**config.mk**
```make
export PLATFORM = sky130hd
export DESIGN_NAME = cls_fault_handler
export DESIGN_NICKNAME = d
export VERILOG_FILES = /design/src/rtl/cls_pkg.sv /design/src/rtl/cls_cycle_timer.sv /design/src/rtl/cls_fault_handler.sv
export SDC_FILE = /design/constraint.sdc
export NUM_CORES = 1
export LEC_CHECK = 0
export ABC_AREA = 0
export BUFFER_PORTS_ARGS = -buffer_cell sky130_fd_sc_hd__buf_2
export CAP_MARGIN = 5
export CORE_ASPECT_RATIO = 1.25
export CORE_MARGIN = 4
export CORE_UTILIZATION = 50
export DETAILED_ROUTE_END_ITERATION = 12
export PLACE_DENSITY_LB_ADDON = 0.12
export SLEW_MARGIN = 20
export SYNTH_ARGS = -nofsm -noshare
export SYNTH_HDL_FRONTEND = slang
export SYNTH_SLANG_ARGS = --single-unit
```
**constraint.sdc**
```tcl
create_clock -name clk_i -period 2.24 [get_ports clk_i]
set_clock_uncertainty 0.2 [all_clocks]
set_input_delay 0.112 -clock clk_i [delete_from_list [all_inputs] [get_ports clk_i]]
set_output_delay 0.112 -clock clk_i [all_outputs]
set_load 0.1 [all_outputs]
```
**src/rtl/cls_pkg.sv**
```systemverilog
// Shared types and constants for the lockstep fault handler.
// Holds the FSM state enum, the fault mask typedef and mask bit indices.
package cls_pkg;

   typedef enum logic [1:0] {
      ST_IDLE,
      ST_HOLD,
      ST_SETTLE,
      ST_FATAL
   } cls_state_e;

   typedef logic [2:0] cls_mask_t;

   localparam int unsigned MASK_MASTER = 0;
   localparam int unsigned MASK_SLAVE1 = 1;
   localparam int unsigned MASK_SLAVE2 = 2;

   localparam int unsigned WIN_W   = 4;
   localparam logic [3:0]  WIN_MAX = 4'hF;

endpackage

```
**src/rtl/cls_cycle_timer.sv**
```systemverilog
// Loadable 8-bit down-counter; done_o is high while the count is zero.
// Ports: clk_i, rst_ni, load_i/load_val_i (load), dec_i (count down), done_o.
module cls_cycle_timer (
   input  logic       clk_i,
   input  logic       rst_ni,
   input  logic       load_i,
   input  logic [7:0] load_val_i,
   input  logic       dec_i,
   output logic       done_o
);

   logic [7:0] cnt_q;
   logic [7:0] cnt_d;

   always_comb begin
      cnt_d = cnt_q;
      if (load_i) begin
         cnt_d = load_val_i;
      end else if (dec_i && (cnt_q != 8'd0)) begin
         cnt_d = cnt_q - 8'd1;
      end
   end

   always_ff @(posedge clk_i or negedge rst_ni) begin
      if (!rst_ni) begin
         cnt_q <= 8'd0;
      end else begin
         cnt_q <= cnt_d;
      end
   end

   assign done_o = (cnt_q == 8'd0);

endmodule

```
**src/rtl/cls_fault_handler.sv**
```systemverilog
// Lockstep fault handler: resets the cores on a mismatch, raises a sticky irq,
// and locks out after MAX_FAULTS windowed faults.
// Ports: clk_i, rst_ni, fault_valid_i, fault_mask_i, irq_ack_i in;
// core_rst_no, fault_irq_o, fatal_o, last_mask_o, fault_cnt_o out.
// Macro CLS_FAULT_WINDOW_EN enables leaking of the window count.
module cls_fault_handler
   import cls_pkg::*;
#(
   parameter int unsigned RST_CYCLES    = 16,
   parameter int unsigned SETTLE_CYCLES = 4,
   parameter int unsigned MAX_FAULTS    = 3,
   parameter int unsigned WINDOW_CYCLES = 1024,
   parameter int unsigned CNT_W         = 8
) (
   input  logic             clk_i,
   input  logic             rst_ni,
   input  logic             fault_valid_i,
   input  cls_mask_t        fault_mask_i,
   input  logic             irq_ack_i,
   output logic             core_rst_no,
   output logic             fault_irq_o,
   output logic             fatal_o,
   output cls_mask_t        last_mask_o,
   output logic [CNT_W-1:0] fault_cnt_o
);

   // Timers are loaded with N-1 so a phase lasts exactly N cycles.
   localparam logic [7:0] HOLD_LOAD   = 8'(RST_CYCLES - 1);
   localparam logic [7:0] SETTLE_LOAD = 8'(SETTLE_CYCLES - 1);
   localparam logic [3:0] WIN_LIMIT   = 4'(MAX_FAULTS);

   cls_state_e       state_q, state_d;
   logic             core_rst_q, core_rst_d;
   logic             irq_q, irq_d;
   logic             fatal_q, fatal_d;
   cls_mask_t        mask_q, mask_d;
   logic [CNT_W-1:0] cnt_q, cnt_d;
   logic [3:0]       win_q, win_d;
   logic [3:0]       win_inc;

   logic       accept;
   logic       fatal_hit;
   logic       tmr_load;
   logic [7:0] tmr_val;
   logic       tmr_dec;
   logic       tmr_done;

   assign accept    = fault_valid_i && (state_q == ST_IDLE);
   assign win_inc   = (win_q == WIN_MAX) ? win_q : win_q + 4'd1;
   assign fatal_hit = (win_inc == WIN_LIMIT);

   cls_cycle_timer u_timer (
      .clk_i      (clk_i),
      .rst_ni     (rst_ni),
      .load_i     (tmr_load),
      .load_val_i (tmr_val),
      .dec_i      (tmr_dec),
      .done_o     (tmr_done)
   );

   // State register
   always_ff @(posedge clk_i or negedge rst_ni) begin
      if (!rst_ni) begin
         state_q <= ST_IDLE;
      end else begin
         state_q <= state_d;
      end
   end

   // Next-state logic
   always_comb begin
      state_d = state_q;
      unique case (state_q)
         ST_IDLE: begin
            if (accept) begin
               state_d = fatal_hit ? ST_FATAL : ST_HOLD;
            end
         end
         ST_HOLD: begin
            if (tmr_done) state_d = ST_SETTLE;
         end
         ST_SETTLE: begin
            if (tmr_done) state_d = ST_IDLE;
         end
         ST_FATAL: state_d = ST_FATAL;
         default:  state_d = ST_IDLE;
      endcase
   end

   // Output / timer control logic
   always_comb begin
      tmr_load   = 1'b0;
      tmr_val    = 8'd0;
      tmr_dec    = 1'b0;
      core_rst_d = (state_d == ST_IDLE) || (state_d == ST_SETTLE);
      fatal_d    = (state_d == ST_FATAL);
      unique case (state_q)
         ST_IDLE: begin
            if (accept && !fatal_hit) begin
               tmr_load = 1'b1;
               tmr_val  = HOLD_LOAD;
            end
         end
         ST_HOLD: begin
            if (tmr_done) begin
               tmr_load = 1'b1;
               tmr_val  = SETTLE_LOAD;
            end else begin
               tmr_dec = 1'b1;
            end
         end
         ST_SETTLE: tmr_dec = 1'b1;
         default:   tmr_dec = 1'b0;
      endcase
   end

   // Fault bookkeeping; a new fault beats a same-cycle ack.
   always_comb begin
      irq_d  = irq_q;
      mask_d = mask_q;
      cnt_d  = cnt_q;
      if (accept) begin
         irq_d  = 1'b1;
         mask_d = fault_mask_i;
         if (cnt_q != {CNT_W{1'b1}}) cnt_d = cnt_q + 1'b1;
      end else if (irq_ack_i) begin
         irq_d = 1'b0;
      end
   end

`ifdef CLS_FAULT_WINDOW_EN
   localparam int unsigned PER_W = $clog2(WINDOW_CYCLES);

   logic [PER_W-1:0] per_q, per_d;
   logic             win_dec;

   assign per_d   = per_q + 1'b1;
   assign win_dec = (&per_q) && (win_q != 4'd0);

   always_ff @(posedge clk_i or negedge rst_ni) begin
      if (!rst_ni) begin
         per_q <= '0;
      end else begin
         per_q <= per_d;
      end
   end

   always_comb begin
      win_d = win_q;
      if (accept && !win_dec) begin
         win_d = win_inc;
      end else if (!accept && win_dec) begin
         win_d = win_q - 4'd1;
      end
   end
`else
   always_comb begin
      win_d = win_q;
      if (accept) win_d = win_inc;
   end
`endif

   always_ff @(posedge clk_i or negedge rst_ni) begin
      if (!rst_ni) begin
         core_rst_q <= 1'b0;
         irq_q      <= 1'b0;
         fatal_q    <= 1'b0;
         mask_q     <= '0;
         cnt_q      <= '0;
         win_q      <= '0;
      end else begin
         core_rst_q <= core_rst_d;
         irq_q      <= irq_d;
         fatal_q    <= fatal_d;
         mask_q     <= mask_d;
         cnt_q      <= cnt_d;
         win_q      <= win_d;
      end
   end

   assign core_rst_no = core_rst_q;
   assign fault_irq_o = irq_q;
   assign fatal_o     = fatal_q;
   assign last_mask_o = mask_q;
   assign fault_cnt_o = cnt_q;

endmodule
```
==> results by group <==
Place
  – Post-Place Worst Slack: 0.166 ns
  – Post-Place Cells: 190
  – Port bufs: 20
  – Gpl congestion: 0.822
  – Detailed placer's ending HPWL: 2.10 mm

Detailed routing
  – Metal3 WL: 56 microns
  – Wire length on met2: 1.58 mm
  – Final wirelength: 2.80 mm
  – Wl on met1: 1.14 mm
  – Initial DRC count: 28
  – DR top layer: met4
  – TritonRoute pass-1 iters: 4
  – Routed len/inst: 14.1 microns
  – Via Count: 1,093
  – Post-route DRC: 0
  – Detail Route Antenna Nets: 0
  – DR vias/cell: 5.49

Clock network
  – CTS tree: yes
  – Worst-path clk slew: 0.14 ns
  – CTS H-tree depth: 1
  – Clk root buf: clkbuf_4
  – Clock Latency Late Sink: 0.32 ns
  – Setup Buffers After CTS: 0
  – Deepest clock path buffer count: 2
  – Num CTS Buffers: 3
  – Clk sink count: 28

Finish
  – Layout fillers: 245
  – Layout cells sized above 1: 23.0%
  – Final Non-Filler Cells: 199
  – ANT cells: 0
  – Synth-to-layout area growth: 15.0%
  – Nets: 183

Power and ir drop
  – Combinational share of power: 3.2%
  – Power Dens Cells: 435 nW/um^2
  – Worst vdd ir: 0.000297 V
  – Int Pwr: 0.579 mW
  – Power share of the clock group: 27.5%
  – Sequential share of power: 69.3%
  – Net Switching: 0.151 mW
  – Leak Pwr: 0.773 nW
  – Sw frac: 20.7%

Setup path
  – Worst r2r dst: win_q[1]
  – Reg2reg setup slack: 0.17 ns
  – WP data required: 2.26 ns
  – CP Buf/Inv Count: 1
  – Crit path capture: win_q[1]
  – Largest delay share family, worst path: flip-flops
  – Critical path's slowest cell: dfrtp_1
  – Setup CP Type: flip-flop to flip-flop
  – WP data arrival: 2.09 ns
  – Startpoint Class: flip-flop
  – Critical path cell sequence: inv_1 -> ha_1 -> nand2_1 -> a31oi_1 -> mux2_2
  – Beginning of the critical path: state_q[0]
  – Max stage delay on crit path: 0.44 ns
  – R2R Path Start: state_q[0]
  – Worst-path fanout max: 8
  – Crit path depth: 5
  – FF-to-FF path depth: 5
  – CP endpoint kind: flip-flop

Global routing
  – Vias in the first global route: 1,129
  – Initial antenna violation count: 0
  – GR Overflow Total: 0
  – First-pass GRT wire length: 4.89 mm
  – Largest net degree at the start of global routing: 29
  – Tot GR Track Use: 15.9%

Floorplan
  – Core Region: 2730 sq um
  – Top Ports: 21
  – Die Y: 68.4 microns
  – Initial core utilization: 53.3%
  – Die width: 56.3 microns
  – Core Rows: 21
  – Die area: 3850 sq um

Synthesis
  – Synth Area in XOR/XNOR: 6.01%
  – Synth Area in Compound Gates: 14.4%
  – Syn Std Cell Area: 1460 sq um
  – #FFs+latches synth: 28
  – Area leader, netlist: dfrtp_1
  – Syn_nets: 153
  – Most numerous cell in the Yosys netlist: dfrtp_1
  – Prevailing post-synth register cell: dfrtp_1
  – Simple-gate share of the synthesized area: 16.6%
  – Combinational family with the most area after synthesis: simple AND/OR/NAND/NOR gates
  – Top cells by count, synth: 28 x dfrtp_1, 12 x nand2_1, 11 x nor2_1
  – Synth Instances: 137
  – Async SR Flop Fraction: 100%
  – Synth Area in Adders: 7.73%
  – Avg Cell Area, Syn: 10.6 sq um
  – Ys Warns: 0
  – Synth cell types: 36
  – Area share of the largest cell type after synthesis: 48.1%
  – Sequential-to-total area share from yosys stat: 48.1%
  – Synth top area cells: dfrtp_1 48%, ha_1 7.7%, mux2_2 4.6%, xnor2_1 3.6%, nand2_1 3.1%
  – Mux cell area share after synthesis: 4.64%
  – Post-synth EDFFs: 0

Timing
  – Max-slew headroom: 58.8%
  – Period utilization: 92.4%
  – # setup viols final: 0
  – Max-slew violations: 0
  – Setup ws final: 0.170 ns
  – Setup TNS: 0 ns
  – Final min period: 2.07 ns
  – RSZ-0062 raised after global routing: no
  – Max Freq: 483 MHz
  – Final hold vios: 0
  – Worst-Margin Slew: 0.617 ns

Hold path
  – Worst Hold Class: input pin to asynchronous set/reset pin

Run status
  – Status: finished clean

Job
  – Max-cap violations: 0
==> final cells by class <==
cell class | instances | area (sq um) | share of cell area (%)
flip-flops and latches | 28 | 701 | 41.8
repair buffers | 27 | 168 | 10.0
multi-input cells | 101 | 721 | 43.0
inverters | 6 | 22.5 | 1.34
clock buffers | 3 | 22.5 | 1.34
well taps | 34 | 42.5 | 2.54
==> metrics by stage <==
stage	instance area, sq um	utilization [%]	hold slack, ns	power, mW
2_1_floorplan	1460	-	-0.384	0.515
3_3_place_gp	1590	58.3	-0.0410	0.531
3_5_place_dp	1590	58.3	-0.0355	0.531
4_1_cts	1680	61.3	0.135	0.741
5_1_grt	1680	61.4	0.172	0.767
6_report	1680	61.4	0.118	0.730
==> worst min path at each step <==
stage	from	end	slack, ns
detailed placement	rst_ni	win_q[3]	-0.04
finish	rst_ni	win_q[3]	0.12
CTS	rst_ni	fault_cnt_o[4]	0.13
global route	rst_ni	fault_cnt_o[4]	0.17
global placement	rst_ni	fault_irq_o	-0.04
floorplan	rst_ni	core_rst_no	-0.38
==> layout by cell type, fill, tap and decap left out, drive strengths merged <==
cell type,synthesis,layout
dfrtp,28,28
buf,1,21
nand2,12,12
nor2,11,11
ha,9,9
nand3,7,7
inv,6,6
xnor2,6,6
a31oi,6,6
mux2,6,6
dlygate4sd3,0,6
o21ai,6,6
a21oi,5,5
xor2,4,4
o211ai,4,4
nor3,3,3
clkbuf,1,3
nor3b,2,2
a31o,2,2
nand4,2,2
or3,2,2
o21a,2,2
nor4,1,1
or4,1,1
or3b,1,1
o22a,1,1
o221a,1,1
nor2b,1,1
and4,1,1
a41o,1,1
o41ai,1,1
or4b,1,1
nand2b,1,1
nand3b,1,1
==> layer usage <==
layer	global-route usage [%]	vias up
met5	0	-
met4	5.64	0
met3	2.83	2
met2	30.6	9
met1	17.6	535
li1	-	547
==> worst register-to-register path, cell delays in order (launching register included) <==
cell	delay [ns]
dfrtp_1	0.44
inv_1	0.16
ha_1	0.27
nand2_1	0.23
a31oi_1	0.31
mux2_2	0.37
==> registers in the layout, summed over array words and instances (netlist names) <==
| register | cells |
|---|---|
| core_rst_no | 1 |
| fault_cnt_o | 8 |
| state_q | 2 |
| last_mask_o | 3 |
| u_timer.cnt_q | 8 |
| fault_irq_o | 1 |
| win_q | 4 |
| fatal_o | 1 |
==> cells by family (layout without fill, tap and decap cells) <==
group	Yosys count	in the layout
simple gates	47	47
xor+xnor	10	10
mux	6	6
flops	28	28
buf+inv	8	36
fa+ha+maj	9	9
compound gates	29	29
==> what timing repair did <==
action                     in CTS  in global routing
gates resized for setup         0                  1
setup endpoints to repair       0                  1
hold endpoints to repair       36                  0
hold buffers                    6                  0
==> power groups by stage <==
stage          combinational [mW]  clock [mW]  sequential [mW]
2_1_floorplan           0.0000783           0            0.515
3_3_place_gp               0.0157           0            0.515
3_5_place_dp               0.0161           0            0.515
4_1_cts                    0.0240       0.212            0.506
5_1_grt                    0.0274       0.233            0.506
6_report                   0.0233       0.201            0.506
Power figures use the tool's default switching activity.
